===== src/rtl/stopwatch.sv =====
// Count-up stopwatch with millisecond resolution and lap (split) capture.
// Two button levels drive a four-state controller (IDLE/RUN/LAP/PAUSE).
// Time saturates at (MAX_MIN-1):59.999 and sets a sticky ovf flag.
// Optional lap counter output enabled by defining STOPWATCH_LAP_COUNT_EN.
module stopwatch #(
    parameter int unsigned TICK_DIV = 1,
    parameter int unsigned MAX_MIN  = 60
) (
    input  logic        clk,
    input  logic        rst,
    input  logic        start_stop,
    input  logic        lap_reset,
    output logic [6:0]  min,
    output logic [6:0]  sec,
    output logic [14:0] msec,
    output logic        running,
    output logic        lap_active,
`ifdef STOPWATCH_LAP_COUNT_EN
    output logic        ovf,
    output logic [6:0]  lap_cnt
`else
    output logic        ovf
`endif
);

    typedef enum logic [1:0] {IDLE, RUN, LAP, PAUSE} state_t;

    localparam logic [15:0] DIV_LAST = 16'(TICK_DIV - 1);
    localparam logic [6:0]  MIN_LAST = 7'(MAX_MIN - 1);

    state_t      state_q, state_d;
    logic        ss_prev_q, lr_prev_q;
    logic [15:0] div_q, div_d;
    logic [6:0]  live_min_q, live_min_d;
    logic [5:0]  live_sec_q, live_sec_d;
    logic [9:0]  live_ms_q, live_ms_d;
    logic [6:0]  cap_min_q, cap_min_d;
    logic [5:0]  cap_sec_q, cap_sec_d;
    logic [9:0]  cap_ms_q, cap_ms_d;
    logic        ovf_q, ovf_d;
    logic [6:0]  disp_min_q;
    logic [6:0]  disp_sec_q;
    logic [14:0] disp_ms_q;
    logic        running_q, lap_active_q;

    logic ss_ev, lr_ev, counting, tick, at_max, capture, clear_all;

    // Button events; start_stop wins when both rise together.
    always_comb begin
        ss_ev    = start_stop & ~ss_prev_q;
        lr_ev    = lap_reset & ~lr_prev_q & ~ss_ev;
        counting = (state_q == RUN) || (state_q == LAP);
        tick     = counting && (div_q == DIV_LAST);
        at_max   = (live_min_q == MIN_LAST) && (live_sec_q == 6'd59) && (live_ms_q == 10'd999);
    end

    // Next-state, divider, live count and capture logic.
    always_comb begin
        state_d    = state_q;
        div_d      = div_q;
        live_min_d = live_min_q;
        live_sec_d = live_sec_q;
        live_ms_d  = live_ms_q;
        cap_min_d  = cap_min_q;
        cap_sec_d  = cap_sec_q;
        cap_ms_d   = cap_ms_q;
        ovf_d      = ovf_q;
        capture    = 1'b0;
        clear_all  = 1'b0;

        if (counting) begin
            div_d = tick ? 16'd0 : div_q + 16'd1;
        end

        // The saturating tick leaves the count untouched; the controller pauses below.
        if (tick) begin
            if (at_max) begin
                ovf_d = 1'b1;
            end else if (live_ms_q == 10'd999) begin
                live_ms_d = 10'd0;
                if (live_sec_q == 6'd59) begin
                    live_sec_d = 6'd0;
                    live_min_d = live_min_q + 7'd1;
                end else begin
                    live_sec_d = live_sec_q + 6'd1;
                end
            end else begin
                live_ms_d = live_ms_q + 10'd1;
            end
        end

        case (state_q)
            IDLE: begin
                if (ss_ev) state_d = RUN;
            end
            RUN: begin
                if (ss_ev) begin
                    state_d = PAUSE;
                end else if (lr_ev) begin
                    state_d = LAP;
                    capture = 1'b1;
                end
            end
            LAP: begin
                if (ss_ev) begin
                    state_d = PAUSE;
                end else if (lr_ev) begin
                    capture = 1'b1;
                end
            end
            PAUSE: begin
                if (ss_ev) begin
                    if (!ovf_q) state_d = RUN;
                end else if (lr_ev) begin
                    state_d   = IDLE;
                    clear_all = 1'b1;
                end
            end
            default: state_d = IDLE;
        endcase

        // Capture takes the live value as it stood before this cycle's tick.
        if (capture) begin
            cap_min_d = live_min_q;
            cap_sec_d = live_sec_q;
            cap_ms_d  = live_ms_q;
        end

        if (tick && at_max) begin
            state_d = PAUSE;
        end

        if (clear_all) begin
            div_d      = 16'd0;
            live_min_d = 7'd0;
            live_sec_d = 6'd0;
            live_ms_d  = 10'd0;
            cap_min_d  = 7'd0;
            cap_sec_d  = 6'd0;
            cap_ms_d   = 10'd0;
            ovf_d      = 1'b0;
        end
    end

    // Button history follows the pins even during reset, so a held button makes no event.
    always_ff @(posedge clk) begin
        ss_prev_q <= start_stop;
        lr_prev_q <= lap_reset;
    end

    // Controller, divider and counter state registers.
    always_ff @(posedge clk) begin
        if (!rst) begin
            state_q    <= IDLE;
            div_q      <= 16'd0;
            live_min_q <= 7'd0;
            live_sec_q <= 6'd0;
            live_ms_q  <= 10'd0;
            cap_min_q  <= 7'd0;
            cap_sec_q  <= 6'd0;
            cap_ms_q   <= 10'd0;
            ovf_q      <= 1'b0;
        end else begin
            state_q    <= state_d;
            div_q      <= div_d;
            live_min_q <= live_min_d;
            live_sec_q <= live_sec_d;
            live_ms_q  <= live_ms_d;
            cap_min_q  <= cap_min_d;
            cap_sec_q  <= cap_sec_d;
            cap_ms_q   <= cap_ms_d;
            ovf_q      <= ovf_d;
        end
    end

    // Registered display mux and status flags, one cycle behind the controller.
    always_ff @(posedge clk) begin
        if (!rst) begin
            disp_min_q   <= 7'd0;
            disp_sec_q   <= 7'd0;
            disp_ms_q    <= 15'd0;
            running_q    <= 1'b0;
            lap_active_q <= 1'b0;
        end else begin
            running_q    <= counting;
            lap_active_q <= (state_q == LAP);
            if (state_q == LAP) begin
                disp_min_q <= cap_min_q;
                disp_sec_q <= {1'b0, cap_sec_q};
                disp_ms_q  <= {5'd0, cap_ms_q};
            end else begin
                disp_min_q <= live_min_q;
                disp_sec_q <= {1'b0, live_sec_q};
                disp_ms_q  <= {5'd0, live_ms_q};
            end
        end
    end

    assign min        = disp_min_q;
    assign sec        = disp_sec_q;
    assign msec       = disp_ms_q;
    assign running    = running_q;
    assign lap_active = lap_active_q;
    assign ovf        = ovf_q;

`ifdef STOPWATCH_LAP_COUNT_EN
    logic [6:0] lapn_q, lapn_d;

    // Lap counter saturates at 99 and clears with the rest of the count.
    always_comb begin
        lapn_d = lapn_q;
        if (clear_all) begin
            lapn_d = 7'd0;
        end else if (capture && (lapn_q != 7'd99)) begin
            lapn_d = lapn_q + 7'd1;
        end
    end

    // Lap counter register.
    always_ff @(posedge clk) begin
        if (!rst) lapn_q <= 7'd0;
        else      lapn_q <= lapn_d;
    end

    assign lap_cnt = lapn_q;
`endif

endmodule

===== config.mk =====
export PLATFORM = sky130hd
export DESIGN_NAME = stopwatch
export DESIGN_NICKNAME = d
export VERILOG_FILES = /design/src/rtl/stopwatch.sv
export SDC_FILE = /design/constraint.sdc
export NUM_CORES = 1
export LEC_CHECK = 0
export BUFFER_PORTS_ARGS = -buffer_cell sky130_fd_sc_hd__buf_2
export CAP_MARGIN = 20
export CORE_UTILIZATION = 55
export CTS_CLUSTER_SIZE = 10
export DETAILED_ROUTE_END_ITERATION = 7
export GPL_ROUTABILITY_DRIVEN = 0
export PLACE_DENSITY = 0.76
export SETUP_SLACK_MARGIN = 0.02
export SKIP_LAST_GASP = 1
export SYNTH_ARGS = -nofsm -noshare
export SYNTH_HDL_FRONTEND = slang
export SYNTH_SLANG_ARGS = --single-unit

===== constraint.sdc =====
create_clock -name clk -period 3 [get_ports clk]
set_clock_uncertainty 0.15 [all_clocks]
set_input_delay 0.15 -clock clk [delete_from_list [all_inputs] [get_ports clk]]
set_output_delay 0.15 -clock clk [all_outputs]
set_load 0.05 [all_outputs]

==> results.json <==
{
  "status": "finished clean",
  "post_cts_buffers": 0,
  "synth.area.top_cells": "dfxtp_1, mux2i_1, nor2_1",
  "hp-class": "input port to register",
  "holdWs_ns": 0.321,
  "drcViolationCount": 0,
  "crit_path_start_kind": "register",
  "root_buffer": "clkbuf_8",
  "wl_mm": 7.73,
  "cpPeakStageDelay_ns": 0.52,
  "dp.cells": 547,
  "grt_max_degree": 26,
  "grt_busiest_layer": "met2",
  "die_y_um": 87.4,
  "synth_common_cells": "dfxtp_1, nor2_1, mux2i_1",
  "antenna_found_initial": 0,
  "maxCapViolCount": 0,
  "power_density_nw_per_um2": 661,
  "globalRouteMet1Util_pct": 26.8,
  "via_per_inst": 5.50,
  "holdBufCountCts": 3,
  "path_buf_inv": 1,
  "portBuffers": 29,
  "timing.rr.start": "state_q[0]$_SDFFE_PN0P_",
  "core_area_um2": 6910,
  "cts_tree": "done",
  "num_rows": 30,
  "post_cts_resized": 0,
  "pin_count": 36,
  "worst-r2r-cell-count": 7,
  "final.setup.tns_ns": 0,
  "track_usage_pct": 22.1,
  "stdcell_count": 566,
  "synthArstFlopShare_pct": 0,
  "synth_enable_flop_cells": 0,
  "overflow": 0,
  "required_ns": 3.14,
  "die-area_um2": 7640,
  "p_leak_nw": 1.85,
  "crit_cells": 7,
  "path_clk_slew_ns": 0.08,
  "path_cells": "inv_1 > ha_1 > nor4b_2 > nand2_2 > or3_4 > or4_1 > a21oi_1",
  "period_share_pct": 84.7,
  "dieWidth_um": 87.4,
  "crit_slowest_cell": "or4_1",
  "worst_pin_slew_ns": 0.785,
  "use_met2_pct": 37.3,
  "synth_ff_type": "dfxtp_1",
  "grt_pass1_vias": 2906,
  "drt_iter0_drc": 154,
  "yosys.area.top_type_share_pct": 45.9,
  "cts_sinks": 92,
  "drv_slew": 0,
  "initial_core_util_pct": 58.1,
  "clock.fmax_mhz": 394,
  "crit_start": "state_q[0]$_SDFFE_PN0P_",
  "cts_buffer_depth": 2,
  "ys_seq_elements": 92,
  "endpoint_kind": "register",
  "routedWlPerCell_um": 13.7,
  "cts_buffers": 9,
  "vias": 3114,
  "first_pass_iters": 5,
  "synthMostInstantiatedCell": "dfxtp_1",
  "path_delay_family": "simple AND/OR/NAND/NOR gates",
  "rsz0062_at_grt": "no",
  "setup-violations-final": 0,
  "drive_above_1_share_pct": 13.4,
  "crit_fanout": 13,
  "hold_viol": 0,
  "synth_area_um2": 4010,
  "fin_crit_ns": 2.54,
  "ctsHtreeMaxLevel": 3,
  "worst-setup-path-type": "register to register",
  "worstHoldPathCells": 2,
  "min-delay-start": "start_stop",
  "peakVddDrop_mv": 0.412,
  "synth.avg_cell_area_um2": 9.27,
  "clk_latency_ns": 0.36,
  "grt_pass1_wl_mm": 13.1,
  "synthCells": 433,
  "num_antenna_cells": 0,
  "area_delta_synth_final_pct": 11.7,
  "yosys.cell_types.count": 50,
  "nets": 479,
  "ys_warn_count": 0,
  "yosysTopAreaCell": "dfxtp_1",
  "gr-usage-met3_pct": 5.12,
  "hpwlAfterDp_mm": 5.19,
  "seq_area_frac_synth_pct": 45.9,
  "cp.arrival_ns": 2.68,
  "slew_headroom_pct": 47.6,
  "postRouteAntennaNets": 0
}
-- power by group --
part	switching, mW	total, mW	internal [mW]	leakage [nW]
clock network	0.409	0.901	0.492	0.107
registers	0.0459	1.31	1.27	0.743
logic	0.486	0.746	0.260	0.996
-- metal layers --
metal | part of all wire [%] | wire (um) | vias to the layer above
met5 | 0 | 0 | -
met4 | 1.1 | 84 | 0
met3 | 4.4 | 338 | 11
met2 | 49 | 3790 | 75
met1 | 46 | 3520 | 1466
li1 | - | - | 1562
-- metrics by stage --
step	cell area (um^2)	setup WS [ns]	utilization (%)	power [mW]
2_1_floorplan	4030	0.695	-	1.92
3_3_place_gp	4230	0.576	61.3	2.05
5_1_grt	4480	0.244	64.9	3.12
4_1_cts	4480	0.458	64.9	2.98
3_5_place_dp	4230	0.486	61.3	2.07
6_report	4480	0.460	64.9	2.96
-- registers in the layout (all words and copies together), names as in the netlist --
name / count
running: 1
min: 7
state_q: 2
msec: 10
cap_ms_q: 10
ss_prev_q: 1
ovf: 1
cap_min_q: 7
live_min_q: 7
lr_prev_q: 1
sec: 6
cap_sec_q: 6
live_sec_q: 6
live_ms_q: 10
div_q: 16
lap_active: 1
-- cell usage in the layout, fill, tap and decap left out, drive strengths merged, types with 2 or more instances in the layout --
cell	count
a21oi	18
a311oi	2
a31oi	2
and2	6
and3	5
and4	3
buf	37
bufinv	2
clkbuf	12
conb	6
dfxtp	92
dlygate4sd3	3
ha	10
inv	11
mux2i	48
nand2	22
nand2b	3
nand3	14
nand3b	2
nand4	15
nor2	77
nor2b	2
nor3	8
nor4	4
nor4b	2
o21a	2
o21ai	10
o221ai	2
o31ai	8
or2	3
or3	5
or4	6
xnor2	11
xor2	7
-- kinds of logic (layout without fill, tap and decap cells) --
| group | Yosys count | count (layout) | synth area share [%] |
|---|---|---|---|
| simple gates | 179 | 179 | 23.0 |
| flops | 92 | 92 | 45.9 |
| compound gates | 50 | 50 | 7.89 |
| mux | 48 | 48 | 12.0 |
| buf+inv | 35 | 67 | 4.08 |
| xor+xnor | 18 | 18 | 3.93 |
| fa+ha+maj | 10 | 10 | 3.12 |
| other cells | 1 | 6 | 0.0935 |
-- layout make-up --
cell class	count	area (um^2)
Inverter	11	41.3
Sequential cell	92	1840
Clock buffer	12	145
Fill cell	609	2420
Timing Repair Buffer	40	235
Tap cell	96	120
Multi-Input combinational cell	311	2030
Clock inverter	4	72.6
-- final timing paths --
kind                                end  slack (ns)
max          live_min_q[2]$_SDFFE_PP0P_        0.46
min                   ss_prev_q$_DFF_P_        0.32
max reg2reg  live_min_q[2]$_SDFFE_PP0P_        0.46
min reg2reg    cap_ms_q[3]$_SDFFE_PP0P_        0.35
No activity file was read; power rests on OpenSTA's default activity.
